--- src/rtl/pulse_meter_pkg.sv ---
// Shared definitions for the wheel pulse meter: state encodings and parameter defaults.
package pulse_meter_pkg;

    localparam int unsigned CNT_W_DEF       = 20;
    localparam int unsigned WAIT_W_DEF      = 16;
    localparam int unsigned CLK_HZ_DEF      = 50000000;
    localparam int unsigned SYNC_STAGES_DEF = 2;

    typedef enum logic [1:0] {
        ST_IDLE  = 2'd0,
        ST_WAIT  = 2'd1,
        ST_DRIVE = 2'd2
    } drive_stat_e;

endpackage

--- src/rtl/edge_sync.sv ---
// Multi-flop synchronizer for an asynchronous input followed by a one-cycle
// falling-edge strobe.
module edge_sync
    import pulse_meter_pkg::*;
#(
    parameter int unsigned SYNC_STAGES = SYNC_STAGES_DEF
) (
    input  logic sys_clk,
    input  logic sys_rst_n,
    input  logic din,
    output logic fall
);

    logic [SYNC_STAGES-1:0] sync_q;
    logic                   last_q;

    // Reset to 1 so that leaving reset with the input high never fakes an edge.
    always_ff @(posedge sys_clk or negedge sys_rst_n) begin
        if (!sys_rst_n) begin
            sync_q <= '1;
            last_q <= 1'b1;
        end else begin
            sync_q <= {sync_q[SYNC_STAGES-2:0], din};
            last_q <= sync_q[SYNC_STAGES-1];
        end
    end

    assign fall = last_q & ~sync_q[SYNC_STAGES-1];

endmodule

--- src/rtl/pulse_meter.sv ---
// Trip meter: counts wheel pulses while driving and whole seconds spent waiting,
// with a key that toggles between DRIVE and WAIT.
module pulse_meter
    import pulse_meter_pkg::*;
#(
    parameter int unsigned CNT_W       = CNT_W_DEF,
    parameter int unsigned WAIT_W      = WAIT_W_DEF,
    parameter int unsigned CLK_HZ      = CLK_HZ_DEF,
    parameter int unsigned SYNC_STAGES = SYNC_STAGES_DEF
) (
    input  logic              sys_clk,
    input  logic              sys_rst_n,
    input  logic              pulse_port,
    input  logic              stat_change,
    input  logic              trip_clr,
    output logic [CNT_W-1:0]  pulse_num,
    output logic [WAIT_W-1:0] wait_sec,
    output logic [1:0]        drive_stat,
    output logic              pulse_ovf
);

    localparam int unsigned       PRESC_W   = (CLK_HZ > 2) ? $clog2(CLK_HZ) : 1;
    localparam logic [PRESC_W-1:0] PRESC_MAX = PRESC_W'(CLK_HZ - 1);

    logic pulse_fall;
    logic key_evt;

    edge_sync #(
        .SYNC_STAGES (SYNC_STAGES)
    ) u_pulse_sync (
        .sys_clk   (sys_clk),
        .sys_rst_n (sys_rst_n),
        .din       (pulse_port),
        .fall      (pulse_fall)
    );

    edge_sync #(
        .SYNC_STAGES (SYNC_STAGES)
    ) u_key_sync (
        .sys_clk   (sys_clk),
        .sys_rst_n (sys_rst_n),
        .din       (stat_change),
        .fall      (key_evt)
    );

    logic [1:0]         state_q, state_d;
    logic [CNT_W-1:0]   pulse_num_q;
    logic [WAIT_W-1:0]  wait_sec_q;
    logic [PRESC_W-1:0] presc_q;
    logic               pulse_ovf_q;

    logic new_trip;
    logic enter_wait;
    logic count_en;
    logic in_wait;

    always_ff @(posedge sys_clk or negedge sys_rst_n) begin
        if (!sys_rst_n) begin
            state_q <= ST_IDLE;
        end else begin
            state_q <= state_d;
        end
    end

    always_comb begin
        state_d = state_q;
        case (state_q)
            ST_IDLE:  if (key_evt) state_d = ST_DRIVE;
            ST_WAIT:  if (key_evt) state_d = ST_DRIVE;
            ST_DRIVE: if (key_evt) state_d = ST_WAIT;
            default:  state_d = ST_IDLE;
        endcase
        if (trip_clr) begin
            state_d = ST_IDLE;
        end
    end

    // Datapath controls decoded from the registered state; trip_clr masks transitions.
    always_comb begin
        new_trip   = (state_q == ST_IDLE) && key_evt && !trip_clr;
        enter_wait = (state_q == ST_DRIVE) && key_evt && !trip_clr;
        count_en   = (state_q == ST_DRIVE) && pulse_fall;
        in_wait    = (state_q == ST_WAIT);
    end

    always_ff @(posedge sys_clk or negedge sys_rst_n) begin
        if (!sys_rst_n) begin
            pulse_num_q <= '0;
            wait_sec_q  <= '0;
            presc_q     <= '0;
            pulse_ovf_q <= 1'b0;
        end else if (trip_clr || new_trip) begin
            pulse_num_q <= '0;
            wait_sec_q  <= '0;
            presc_q     <= '0;
            pulse_ovf_q <= 1'b0;
        end else begin
            if (count_en) begin
                if (&pulse_num_q) begin
                    pulse_ovf_q <= 1'b1;
                end else begin
                    pulse_num_q <= pulse_num_q + 1'b1;
                end
            end
            if (enter_wait) begin
                presc_q <= '0;
            end else if (in_wait) begin
                if (presc_q == PRESC_MAX) begin
                    presc_q <= '0;
                    if (!(&wait_sec_q)) begin
                        wait_sec_q <= wait_sec_q + 1'b1;
                    end
                end else begin
                    presc_q <= presc_q + 1'b1;
                end
            end
        end
    end

    assign pulse_num  = pulse_num_q;
    assign wait_sec   = wait_sec_q;
    assign drive_stat = state_q;
    assign pulse_ovf  = pulse_ovf_q;

endmodule
--- config.mk ---
export PLATFORM = sky130hd
export DESIGN_NAME = pulse_meter
export DESIGN_NICKNAME = d
export VERILOG_FILES = /design/src/rtl/pulse_meter_pkg.sv /design/src/rtl/edge_sync.sv /design/src/rtl/pulse_meter.sv
export SDC_FILE = /design/constraint.sdc
export NUM_CORES = 1
export LEC_CHECK = 0
export CORE_UTILIZATION = 30
export CTS_CLUSTER_DIAMETER = 150
export CTS_CLUSTER_SIZE = 24
export DETAILED_ROUTE_END_ITERATION = 10
export GPL_TIMING_DRIVEN = 1
export MAX_ROUTING_LAYER = met4
export PLACE_DENSITY_LB_ADDON = 0.12
export SYNTH_ARGS = -nofsm -noshare
export SYNTH_HDL_FRONTEND = slang
export SYNTH_HIERARCHICAL = 1
export SYNTH_SLANG_ARGS = --single-unit
--- constraint.sdc ---
create_clock -name sys_clk -period 2.27 [get_ports sys_clk]
set_input_delay 0.681 -clock sys_clk [delete_from_list [all_inputs] [get_ports sys_clk]]
set_output_delay 0.681 -clock sys_clk [all_outputs]
set_load 0.1 [all_outputs]
==> results.cfg, run 1 <==
[run_status]
status = finished with violations
violations = design-rule violations

[floorplanning]
dieArea_sq_um = 13400
rows = 41
core_sq_um = 12600
die_w_um = 116
initial_core_util = 0.307
ioPinCount = 44
chipHeight_um = 116

[clock_tree]
clock-sinks = 71
cts_hold_buf = 0
clock-root-buffer = clkbuf_16
clkTransAtPathRegs_ps = 50
cts_buffer_depth = 2
cts.htree.levels = 3
cts_made_buffers = 9
clock_latency_ps = 340
cts_tree = built

[pwr]
switching_share = 0.223
p_seq_frac = 0.440
ir_worst_vdd_v = 0.000225
p_leak_nw = 2.06
pwr-share-clk = 0.506
switchingPower_uw = 652
comb_power_share = 0.054
powerDensity_nw_per_um2 = 564
intPower_mw = 2.28

[setup_path]
timing.rr.start = u_key_sync/last_q
worst-r2r-cell-count = 6
crit_required_ps = 2530
r2r-end = pulse_num[18]
cp.arrival_ps = 2370
end_kind = register
crit_fanout = 6
critPathLaunchType = register
ff2ff_setup_slack_ps = 170
crit_type = register to register

[yosys]
synth.avg_cell_area_sq_um = 9.30
synthDistinctLibCells = 57
syn_nets = 425
netlist_area_sq_um = 3880
ys_async_sr_fraction = 1.00
synth-edff-count = 0
ys_ff_latch = 71
ys.flop_type = dfrtp_1
ys_seq_area_frac = 0.460
yosys_warnings = 6
synthCells = 417

[place]
hpwl_um = 7080
place_area_sq_um = 4870
gp_congestion = 0.797
port_buffers = 43
post-place-ws_ps = -158

[timing]
min_period_ps = 2100
drv_slew = 0
worstMarginPinSlew_ps = 758
setup_viol = 0
rsz0062_at_grt = false
fin_ws_ps = 166
clock_skew_ps = 5.70
fmax_mhz = 475
relSlewSlack = 0.493
setup_tns_ps = 0
timing.hold.ws_ps = 355
fin_crit_sh = 0.927
hold_violations = 0

[worst_hold_path]
min-delay-start = u_pulse_sync/sync_q[0]
hold_end = u_pulse_sync/sync_q[1]
hold_depth = 0
hold_class = register to register

[routing]
routed.top_layer = met4
drc = 2
post_drt_wl_per_cell_um = 14.9
drtIter0Drc = 205
vias_per_cell = 5.24
vias = 3555
drtAntennaViolNets = 0
m1WireLength_um = 4910
met2_wirelength_um = 4620
first_pass_iters = 7
dr_wl_met3_um = 364
wl_um = 10100

[layout]
layout_commonest_cell = buf_4
final_cell_mix = buf_4 (75), a21oi_1 (37), dfrtp_1 (33)
drive_gt1_frac = 0.308
fin_nets = 509
final_core_util = 0.411
area_growth_pct = 33.9
final_area_sq_um = 5190
n_antenna_cell = 0

[global_route]
grt_overflow = 0
track_usage = 0.171
grt_first_pass_wirelength_um = 17100
grt_max_degree = 72
antenna_found_initial = 0
grt_pass1_vias = 3405

[run]
max_cap_viol_count = 0
repair_timing:
| action | in CTS | in global routing |
|---|---|---|
| setup endpoints to repair | 0 | 2 |
| setup buffers | 0 | 0 |
| gates resized for setup | 0 | 2 |
cell families (layout without fill, tap and decap cells):
logic type | count (synthesis) | count (layout) | share of synthesized area
XOR/XNOR | 10 | 10 | 0.0226
buffers and inverters | 24 | 113 | 0.0287
multiplexers | 7 | 7 | 0.0187
adder cells (fa/ha/maj) | 3 | 3 | 0.00968
AND/OR/NAND/NOR | 189 | 189 | 0.277
AO/OA/AOI/OAI | 113 | 113 | 0.183
flip-flops | 71 | 71 | 0.460
synth_stat cells (2+ instances only):
cell | count | area share
a31oi_1 | 22 | 0.036
or4_1 | 6 | 0.012
a211oi_1 | 4 | 0.0077
xnor2_1 | 9 | 0.020
a211o_1 | 2 | 0.0045
dfstp_2 | 6 | 0.041
a21oi_1 | 38 | 0.049
nor3_1 | 9 | 0.012
o21bai_1 | 2 | 0.0039
nand3_1 | 31 | 0.040
nand2b_1 | 9 | 0.015
and4_1 | 7 | 0.016
nor2b_4 | 2 | 0.0071
o211ai_1 | 3 | 0.0058
o31ai_1 | 4 | 0.0077
nor4_1 | 5 | 0.0081
a22o_1 | 2 | 0.0045
a2111oi_0 | 3 | 0.0068
ha_1 | 3 | 0.0097
buf_4 | 2 | 0.0039
nand2_1 | 29 | 0.028
or3_1 | 18 | 0.029
nor2b_1 | 2 | 0.0032
buf_2 | 5 | 0.0065
nand4_2 | 3 | 0.0097
a41oi_1 | 2 | 0.0045
and2_1 | 3 | 0.0048
dfrtp_1 | 65 | 0.42
o211a_1 | 2 | 0.0052
or2_2 | 2 | 0.0032
mux2_2 | 2 | 0.0058
nand4_1 | 15 | 0.024
clkbuf_1 | 8 | 0.0077
mux2i_1 | 5 | 0.013
nor2_1 | 29 | 0.028
o21ai_0 | 20 | 0.026
inv_1 | 8 | 0.0077
and3_1 | 11 | 0.018
power groups by stage:
stage	Sequential (mW)	Combinational [mW]	Clock, mW
2_1_floorplan	1.32	0.0568	0
3_3_place_gp	1.31	0.160	0
3_5_place_dp	1.31	0.160	0
4_1_cts	1.29	0.161	1.53
5_1_grt	1.29	0.176	1.57
6_report	1.29	0.157	1.48
worst max-delay path, cell delays in order, from the launching register on:
cell	delay, ps
dfstp_2	510
nor2b_4	170
mux2_2	180
a21oi_2	70
or4_1	610
or3_1	340
a21oi_1	150
worst max path at each step:
stage | start | to
CTS | presc_q[18] | wait_sec[10]
global placement | trip_clr | pulse_num[14]
global route | presc_q[0] | wait_sec[12]
finish | u_key_sync/last_q | pulse_num[18]
detailed placement | trip_clr | pulse_num[18]
floorplan | pulse_num[5] | pulse_num[19]
layout make-up:
type | instances | area, sq um
multi-input cells | 322 | 2000
well taps | 172 | 215
flip-flops and latches | 71 | 1830
clock buffers | 13 | 270
repair buffers | 89 | 798
inverters | 8 | 30.0
clock inverters | 3 | 40.0
fillers | 1263 | 7430
flip-flops by register name, summed over array words and instances, names as in the netlist:
| register | flops |
|---|---|
| wait_sec | 16 |
| drive_stat | 2 |
| pulse_num | 20 |
| pulse_ovf | 1 |
| u_pulse_sync/last_q | 1 |
| u_key_sync/sync_q | 2 |
| u_key_sync/last_q | 1 |
| presc_q | 26 |
| u_pulse_sync/sync_q | 2 |
layer usage:
| metal | vias to the layer above | global-route usage |
|---|---|---|
| met2 | 65 | 0.251 |
| met3 | 16 | 0.0303 |
| met5 | - | - |
| met1 | 1717 | 0.226 |
| met4 | 0 | 0.0855 |
| li1 | 1757 | - |
per-stage QoR:
| stage | power (mW) | std cells |
|---|---|---|
| global route | 3.04 | 678 |
| CTS | 2.98 | 678 |
| floorplan | 1.38 | 417 |
| detailed placement | 1.47 | 662 |
| finish | 2.93 | 678 |
| global placement | 1.47 | 662 |
(Power assumes the default switching activity.)
==> run 2: changes to the inputs <==
--- a/config.mk
+++ b/config.mk
@@ -7,7 +7,6 @@
 export LEC_CHECK = 0
 export CORE_UTILIZATION = 30
 export CTS_CLUSTER_DIAMETER = 150
-export CTS_CLUSTER_SIZE = 24
 export DETAILED_ROUTE_END_ITERATION = 10
 export GPL_TIMING_DRIVEN = 1
 export MAX_ROUTING_LAYER = met4
==> results of run 2 <==
No change in the layout: final DEF, timing and power equal those of run 1.
